$ cat config.mk
export PLATFORM = sky130hd
export DESIGN_NAME = sockit_cdc_src_flat
export DESIGN_NICKNAME = d
export VERILOG_FILES = /design/src/rtl/sockit_cdc_pkg.sv /design/src/rtl/sockit_cdc_src_if.sv /design/src/rtl/sockit_cdc_src.sv /design/src/flat_wrapper.sv
export SDC_FILE = /design/constraint.sdc
export NUM_CORES = 1
export LEC_CHECK = 0
export ABC_AREA = 0
export BUFFER_PORTS_ARGS = -buffer_cell sky130_fd_sc_hd__buf_2
export CAP_MARGIN = 20
export CORE_AREA = 3 3 123 125
export DETAILED_ROUTE_END_ITERATION = 16
export DIE_AREA = 0 0 126 128
export PLACE_DENSITY = 0.6
export SLEW_MARGIN = 10
export SYNTH_ARGS = -nofsm -noshare
export SYNTH_HDL_FRONTEND = slang
export SYNTH_SLANG_ARGS = --single-unit
export TNS_END_PERCENT = 10
$ cat constraint.sdc
create_clock -name ffi_clk -period 2.82 [get_ports ffi_clk]
set_input_delay 0.282 -clock ffi_clk [delete_from_list [all_inputs] [get_ports ffi_clk]]
set_output_delay 0.282 -clock ffi_clk [all_outputs]
set_load 0.005 [all_outputs]
$ cat src/rtl/sockit_cdc_pkg.sv
// ---------------------------------------------------------------------------
// sockit_cdc_pkg
// Shared definitions for the sockit_cdc traffic source (ffi side) and the
// future traffic checker (ffo side).
//   src_state_t : source FSM state encoding (IDLE / RUN / DONE)
//   LFSR_MASK   : Galois tap mask for x^32+x^22+x^2+x+1
//   lfsr_step   : one step of the 32-bit Galois LFSR (pure function)
// ---------------------------------------------------------------------------
package sockit_cdc_pkg;

   typedef enum logic [1:0] {
      ST_IDLE = 2'd0,
      ST_RUN  = 2'd1,
      ST_DONE = 2'd2
   } src_state_t;

   localparam logic [31:0] LFSR_MASK = 32'h8020_0003;

   // Right-shifting Galois form: the bit shifted out of bit 0 is folded back
   // through the tap mask. A non-zero state never reaches zero.
   function automatic logic [31:0] lfsr_step(input logic [31:0] s);
      lfsr_step = {1'b0, s[31:1]} ^ (s[0] ? LFSR_MASK : 32'h0000_0000);
   endfunction

endpackage

$ cat src/rtl/sockit_cdc_src_if.sv
// ---------------------------------------------------------------------------
// sockit_cdc_src_if
// Valid/ready stream carrying DW-bit words into the ffi (write) port of
// sockit_cdc.
//   bus : data word          (master -> slave)
//   vld : data valid         (master -> slave)
//   rdy : sink ready         (slave  -> master)
// A word transfers on a clock edge where vld and rdy are both high.
// ---------------------------------------------------------------------------
interface sockit_cdc_src_if #(
   parameter int DW = 8
);
   logic [DW-1:0] bus;
   logic          vld;
   logic          rdy;

   modport master (
      output bus,
      output vld,
      input  rdy
   );

   modport slave (
      input  bus,
      input  vld,
      output rdy
   );
endinterface

$ cat src/rtl/sockit_cdc_src.sv
// ---------------------------------------------------------------------------
// sockit_cdc_src
// Programmable stream transmitter for the ffi side of sockit_cdc. After a
// start pulse it sends cfg_len incrementing words beginning at cfg_ini; the
// rate at which valid is offered is throttled by a 32-bit LFSR compared
// against cfg_prb.
//
// Ports
//   ffi_clk  in   clock
//   ffi_rst  in   asynchronous active-high reset
//   cmd_str  in   start pulse, sampled only in IDLE
//   cmd_abt  in   abort request, level-sensitive in RUN
//   cfg_len  in   beats to send (sampled on start)
//   cfg_ini  in   first data value (sampled on start)
//   cfg_prb  in   valid probability threshold (sampled on start)
//   sts_bsy  out  high in RUN and DONE
//   sts_dne  out  one-cycle completion pulse (the DONE cycle)
//   sts_cnt  out  beats transferred in the current/last run
//   ffi      if   stream master (bus, vld out; rdy in)
// All outputs are registered.
// ---------------------------------------------------------------------------
module sockit_cdc_src
   import sockit_cdc_pkg::*;
#(
   parameter int          DW   = 8,
   parameter int          CW   = 16,
   parameter logic [31:0] SEED = 32'h0000_0001
) (
   input  logic                    ffi_clk,
   input  logic                    ffi_rst,
   input  logic                    cmd_str,
   input  logic                    cmd_abt,
   input  logic [CW-1:0]           cfg_len,
   input  logic [DW-1:0]           cfg_ini,
   input  logic [31:0]             cfg_prb,
   output logic                    sts_bsy,
   output logic                    sts_dne,
   output logic [CW-1:0]           sts_cnt,
   sockit_cdc_src_if.master        ffi
);

   // A zero seed would lock the LFSR at zero forever.
   localparam logic [31:0] SEED_I = (SEED == 32'h0) ? 32'h0000_0001 : SEED;

   src_state_t    state_r, state_nx;

   logic          vld_r,  vld_nx;
   logic [DW-1:0] dat_r,  dat_nx;
   logic [CW-1:0] cnt_r,  cnt_nx;
   logic          bsy_r,  bsy_nx;
   logic          dne_r,  dne_nx;
   logic [31:0]   lfsr_r, lfsr_nx;
   logic          abt_r,  abt_nx;

   // run configuration, captured on start; never observed before a start
   logic [CW-1:0] len_r,  len_nx;
   logic [31:0]   prb_r,  prb_nx;

   logic          trn;
   logic          dec;
   logic          abt_now;
   logic [CW-1:0] cnt_trn;
   logic          more;
   logic [31:0]   lfsr_adv;

   assign trn      = vld_r & ffi.rdy;
   // A decision point is any RUN edge where no beat is pending afterwards
   // unless a new one is offered.
   assign dec      = (state_r == ST_RUN) & (~vld_r | trn);
   // The latched abort only matters once the pending beat has gone.
   assign abt_now  = abt_r | cmd_abt;
   assign cnt_trn  = cnt_r + CW'(trn);
   assign more     = (cnt_trn < len_r);
   assign lfsr_adv = lfsr_step(lfsr_r);

   // ---- state register -----------------------------------------------------
   always_ff @(posedge ffi_clk or posedge ffi_rst) begin
      if (ffi_rst) begin
         state_r <= ST_IDLE;
      end else begin
         state_r <= state_nx;
      end
   end

   // ---- next-state logic ---------------------------------------------------
   always_comb begin
      state_nx = state_r;
      unique case (state_r)
         ST_IDLE: begin
            if (cmd_str) begin
               state_nx = (cfg_len == '0) ? ST_DONE : ST_RUN;
            end
         end
         ST_RUN: begin
            // Leave only when nothing is pending and either all beats have
            // gone or an abort is in force. An LFSR stall keeps us in RUN.
            if (dec && (!more || abt_now)) begin
               state_nx = ST_DONE;
            end
         end
         ST_DONE: begin
            state_nx = ST_IDLE;
         end
         default: begin
            state_nx = ST_IDLE;
         end
      endcase
   end

   // ---- output / datapath next values --------------------------------------
   always_comb begin
      vld_nx  = vld_r;
      dat_nx  = dat_r;
      cnt_nx  = cnt_r;
      lfsr_nx = lfsr_r;
      abt_nx  = abt_r;
      len_nx  = len_r;
      prb_nx  = prb_r;

      unique case (state_r)
         ST_IDLE: begin
            if (cmd_str) begin
               len_nx = cfg_len;
               prb_nx = cfg_prb;
               dat_nx = cfg_ini;
               cnt_nx = '0;
               abt_nx = 1'b0;
            end
         end
         ST_RUN: begin
            if (cmd_abt) begin
               abt_nx = 1'b1;
            end
            if (trn) begin
               dat_nx = dat_r + DW'(1);
               cnt_nx = cnt_trn;
            end
            if (dec) begin
               lfsr_nx = lfsr_adv;
               vld_nx  = more & ~abt_now & (lfsr_adv <= prb_r);
            end
         end
         default: begin
         end
      endcase

      bsy_nx = (state_nx != ST_IDLE);
      dne_nx = (state_nx == ST_DONE);
   end

   // ---- control / output registers -----------------------------------------
   always_ff @(posedge ffi_clk or posedge ffi_rst) begin
      if (ffi_rst) begin
         vld_r  <= 1'b0;
         dat_r  <= '0;
         cnt_r  <= '0;
         bsy_r  <= 1'b0;
         dne_r  <= 1'b0;
         lfsr_r <= SEED_I;
         abt_r  <= 1'b0;
      end else begin
         vld_r  <= vld_nx;
         dat_r  <= dat_nx;
         cnt_r  <= cnt_nx;
         bsy_r  <= bsy_nx;
         dne_r  <= dne_nx;
         lfsr_r <= lfsr_nx;
         abt_r  <= abt_nx;
      end
   end

   // ---- captured configuration ---------------------------------------------
   always_ff @(posedge ffi_clk) begin
      len_r <= len_nx;
      prb_r <= prb_nx;
   end

   assign ffi.vld = vld_r;
   assign ffi.bus = dat_r;
   assign sts_bsy = bsy_r;
   assign sts_dne = dne_r;
   assign sts_cnt = cnt_r;

endmodule

$ cat src/flat_wrapper.sv
// flat-port wrapper written by rule: the top's interface ports become plain ports
module sockit_cdc_src_flat import sockit_cdc_pkg::*;
#(
   parameter int          DW   = 8,
   parameter int          CW   = 16,
   parameter logic [31:0] SEED = 32'h0000_0001
)
  (ffi_clk, ffi_rst, cmd_str, cmd_abt, cfg_len, cfg_ini, cfg_prb, sts_bsy, sts_dne, sts_cnt, ffi_bus, ffi_vld, ffi_rdy);
  sockit_cdc_src_if #(.DW(DW)) ffi_i ();
  input  logic ffi_clk;
  input  logic ffi_rst;
  input  logic cmd_str;
  input  logic cmd_abt;
  input  logic [CW-1:0] cfg_len;
  input  logic [DW-1:0] cfg_ini;
  input  logic [31:0] cfg_prb;
  output logic sts_bsy;
  output logic sts_dne;
  output logic [CW-1:0] sts_cnt;
  output wire logic [$bits(ffi_i.bus)-1:0] ffi_bus;
  output wire logic [$bits(ffi_i.vld)-1:0] ffi_vld;
  input wire logic [$bits(ffi_i.rdy)-1:0] ffi_rdy;
  assign ffi_bus = ffi_i.bus;
  assign ffi_vld = ffi_i.vld;
  assign ffi_i.rdy = ffi_rdy;
  sockit_cdc_src #(.DW(DW), .CW(CW), .SEED(SEED)) u_core (.ffi_clk(ffi_clk), .ffi_rst(ffi_rst), .cmd_str(cmd_str), .cmd_abt(cmd_abt), .cfg_len(cfg_len), .cfg_ini(cfg_ini), .cfg_prb(cfg_prb), .sts_bsy(sts_bsy), .sts_dne(sts_dne), .sts_cnt(sts_cnt), .ffi(ffi_i));
endmodule
==> results.md <==
* Share of total power in combinational logic at 26.0%
* DIE AREA at 16130 um2
* Leading cell types in the layout, fill and taps excluded: sky130_fd_sc_hd__buf_2, sky130_fd_sc_hd__dfrtp_1, sky130_fd_sc_hd__inv_1, sky130_fd_sc_hd__ha_1, sky130_fd_sc_hd__edfxtp_1
* Routed length on met1 at 5067 um
* Hold Path Origin: cfg_prb[24]
* TritonCTS clock tree: built
* Fraction of synthesized cell area taken by the top area cell type at 27.37%
* Reg-to-Reg Start: u_core.ffi.vld
* Cell Chain, Critical Path: and2_4, ha_4, ha_4, nand2_4, buf_4, nor3_4, and3_4, xor2_2, ha_1, nand2_2, nor2_1, nand2_1, o211ai_1, buf_4, nand2_1, a22o_1
* Post-DR vias/cell at 5.017
* Cell at the slowest stage of the critical path: sky130_fd_sc_hd__dfrtp_1
* Most used DFF post-synth: sky130_fd_sc_hd__dfrtp_1
* Cell area power density at 671.6 nW/um2
* Tightest Hold Check Type: input port to flip-flop
* Share of power burned in registers at 45.6%
* Achievable clock frequency at 0.3638 GHz
* Critical path arrival at 2990 ps
* Row cnt at 43
* Number of flops mapped to enable cells by yosys at 48
* Wire length of the first global-routing pass at 19160 um
* Number of I/O port buffers at 87
* Clock latency of the later-clocked register in the worst-skew pair at 350 ps
* Effective utilization at floorplan at 39.87%
* Count of synthesis-stage warnings from yosys at 0
* Die Span X at 126 um
* Global placer's final weighted congestion at 0.8532
* Outcome: completed
* Power, Total at 4.578 mW
* Net count, final at 704
* Number of global-route vias before repair at 3920
* Top post-synthesis cells by area: sky130_fd_sc_hd__dfrtp_1, sky130_fd_sc_hd__edfxtp_1, sky130_fd_sc_hd__ha_1
* Element type at the critical path end: flip-flop
* Maximum number of pins on one net before global-route repair at 33
* Count of distinct cell types in the synthesized netlist at 49
* TritonCTS buffer count at 9
* Mean Syn Cell Area at 11.67 um2
* Most common cell after layout, fill and taps aside: sky130_fd_sc_hd__buf_2
* Filler cell count in the final layout at 1315
* Biggest fanout along the worst timing path at 3
* Final cycle utilization of the critical path at 97.48%
* Area Overhead vs Synth at 22.23%
* Met2 Routed Length at 5787 um
* Clock network fraction of total power at 28.4%
* Final critical-path required period at 2749 ps
* Slew @ Worst Pin at 705.4 ps
* Net switching component of the power at 1.408 mW
* Total negative slack at 0 ps
* Kind of cell with the highest combined delay on the critical path: simple AND/OR/NAND/NOR gates
* Initial antenna violation count at 0
* Kind of start point of the critical path: flip-flop
* Fraction of power spent switching nets at 30.76%
* Number of max-slew violations in the final report at 0
* Buffer cell driving the clock tree root: sky130_fd_sc_hd__clkbuf_16
* Highest metal layer with signal wires: met4
* Worst path max stage delay at 380 ps
* Net count after synthesis at 589
* Register area share after synthesis at 53.69%
* Buffers & Inverters on Critical Path at 2
* Cells after synthesis at 478
* Required time at the endpoint of the critical path at 3060 ps
* Clock transition at the register clock pins on the worst setup and hold paths after CTS at 70 ps
* Total area of multi-input combinational cells at 2444 um2
* P_leak at 3.423 nW
* Length in cells of the worst reg-to-reg path at 16
* Register cell area after layout at 2995 um2
* Hold Crit Endpoint: u_core.prb_r[24]
* Number of clock sinks at 110
* RSZ-0062 raised after global routing: yes
* Worst-case headroom to the max-slew limit at 52.92%
* Post-route ant nets at 0
* Proportion of synthesized flip-flops having asynchronous set or reset at 56.36%
* DR vias at 3903
* Final routed wirelength across all metal layers at 11560 um
* Min-Delay Path Depth at 1
* Die height at 128 um
* Detailed placement HPWL at 8829 um
* Max IR drop VDD at 0.0004406 V
* Kind of critical path: flip-flop to flip-flop
* Met3 wire length at 513 um
* Final count of negative-setup-slack endpoints at 0
* Area of the mapped netlist at 5577 um2
* Post-synth top area cell: sky130_fd_sc_hd__dfrtp_1
* Ratio of cells with drive above 1 in the final layout at 29.43%
* Slack of the worst reg-to-reg path at 70 ps
* Grt ovf at 0
* GRT Overall Usage at 14.88%
* First-pass DRT Iterations at 4
* Hold violation count in the final report at 0
* Floorplan core area at 13990 um2
* Crit Reg-Reg Endpoint: u_core.state_r[0]
* Maximum clock insertion buffer count at 2
* Flop and latch count out of synthesis at 110
* Routed wire length per instance at 14.86 um
* Max-capacitance violation count at 0
* Internal power consumption at 3.170 mW
* Total I/O pin count at 88
* Level count of the clock H-tree at 3
* Antenna diode count at 0
* DRC viols at 0
* Initial drt markers at 190
* Final clock skew at 6.593 ps
==> per-stage QoR <==
step	hold slack, ps	worst slack [ps]	util (%)	cell area, um2	std cells
after CTS	87.66	41.43	48.09	6726	773
final	104.5	71.19	48.73	6817	778
after floorplan	380.9	1.164	-	5615	478
after global routing	81.56	-88.67	48.73	6817	778
after global placement	371.0	7.081	45.77	6402	756
after detailed placement	372.2	-45.59	45.77	6402	756
==> synthesized netlist by cell type, types with 3 or more instances <==
library cell	count
sky130_fd_sc_hd__a211oi_1	4
sky130_fd_sc_hd__a21o_1	5
sky130_fd_sc_hd__a21oi_1	25
sky130_fd_sc_hd__a22o_1	9
sky130_fd_sc_hd__a31oi_1	4
sky130_fd_sc_hd__buf_2	7
sky130_fd_sc_hd__clkbuf_1	5
sky130_fd_sc_hd__dfrtp_1	61
sky130_fd_sc_hd__edfxtp_1	48
sky130_fd_sc_hd__ha_1	50
sky130_fd_sc_hd__inv_1	49
sky130_fd_sc_hd__mux2_1	13
sky130_fd_sc_hd__mux2_2	18
sky130_fd_sc_hd__nand2_1	41
sky130_fd_sc_hd__nand2b_1	3
sky130_fd_sc_hd__nand3_1	12
sky130_fd_sc_hd__nand4_1	11
sky130_fd_sc_hd__nor2_1	20
sky130_fd_sc_hd__nor2b_1	3
sky130_fd_sc_hd__nor4_1	7
sky130_fd_sc_hd__o211ai_1	3
sky130_fd_sc_hd__o21ai_0	11
sky130_fd_sc_hd__o21ai_1	16
sky130_fd_sc_hd__o31ai_1	5
sky130_fd_sc_hd__xnor2_1	7
sky130_fd_sc_hd__xor2_1	10
==> repair_timing <==
action,CTS,global route
setup buffers,0,5
hold endpoints to repair,22,0
resized for setup,1,11
endpoints found under the setup margin,1,4
pin swaps,1,12
hold buffers,1,0
==> cells by family after synthesis <==
group / after synthesis / synth area share [%]
fa+ha+maj: 50 / 11.22
buf+inv: 62 / 4.330
flops: 110 / 53.69
compound gates: 91 / 10.14
simple gates: 116 / 11.40
xor+xnor: 18 / 2.962
mux: 31 / 6.260
==> power groups by stage <==
stage / registers, mW / clock network, mW / logic, mW
final: 2.09 / 1.30 / 1.19
after global routing: 2.13 / 1.42 / 1.35
after floorplan: 2.11 / 0 / 0.781
after CTS: 2.09 / 1.35 / 1.19
after detailed placement: 2.13 / 0 / 1.18
after global placement: 2.12 / 0 / 1.15
==> worst max-delay path by stage <==
stage / from / endpoint / slack (ps) / depth (start not counted)
floorplan: u_core.ffi.vld / u_core.ffi.vld / 1 / 14
global placement: ffi_rdy / u_core.ffi.vld / 7 / 15
detailed placement: ffi_rdy / u_core.ffi.vld / -50 / 15
CTS: u_core.ffi.vld / u_core.ffi.vld / 40 / 14
global route: u_core.ffi.vld / u_core.ffi.vld / -90 / 13
finish: u_core.ffi.vld / u_core.state_r[0] / 70 / 16
==> area by class of cell <==
class	count	area share, %
multi-input combinational	306	35.85
clock inverter	5	0.8076
sequential	110	43.94
clock buffer	11	3.726
timing repair buffer	116	9.618
inverter	50	2.753
tap	180	3.304
==> worst register-to-register path, cell delays in order, from the launching register on <==
cell and delay, ps:
sky130_fd_sc_hd__dfrtp_1 380, sky130_fd_sc_hd__and2_4 150, sky130_fd_sc_hd__ha_4 170, sky130_fd_sc_hd__ha_4 160
sky130_fd_sc_hd__nand2_4 70, sky130_fd_sc_hd__buf_4 120, sky130_fd_sc_hd__nor3_4 30, sky130_fd_sc_hd__and3_4 160
sky130_fd_sc_hd__xor2_2 170, sky130_fd_sc_hd__ha_1 300, sky130_fd_sc_hd__nand2_2 60, sky130_fd_sc_hd__nor2_1 110
sky130_fd_sc_hd__nand2_1 60, sky130_fd_sc_hd__o211ai_1 270, sky130_fd_sc_hd__buf_4 170, sky130_fd_sc_hd__nand2_1 90
sky130_fd_sc_hd__a22o_1 190
==> layer usage <==
layer / up-vias / GRT usage (%)
met5: - / 0
met4: 0 / 4.038
met3: 12 / 4.167
met2: 73 / 25.41
met1: 1866 / 18.62
li1: 1952 / -
==> state kept, by name, indices dropped and copies added, names as in the netlist <==
register,count
u_core.abt_r,1
u_core.ffi.bus,8
u_core.ffi.vld,1
u_core.len_r,16
u_core.lfsr_r,32
u_core.prb_r,32
u_core.state_r,2
u_core.sts_bsy,1
u_core.sts_cnt,16
u_core.sts_dne,1
Note: power is estimated with default switching activity, not from simulation.
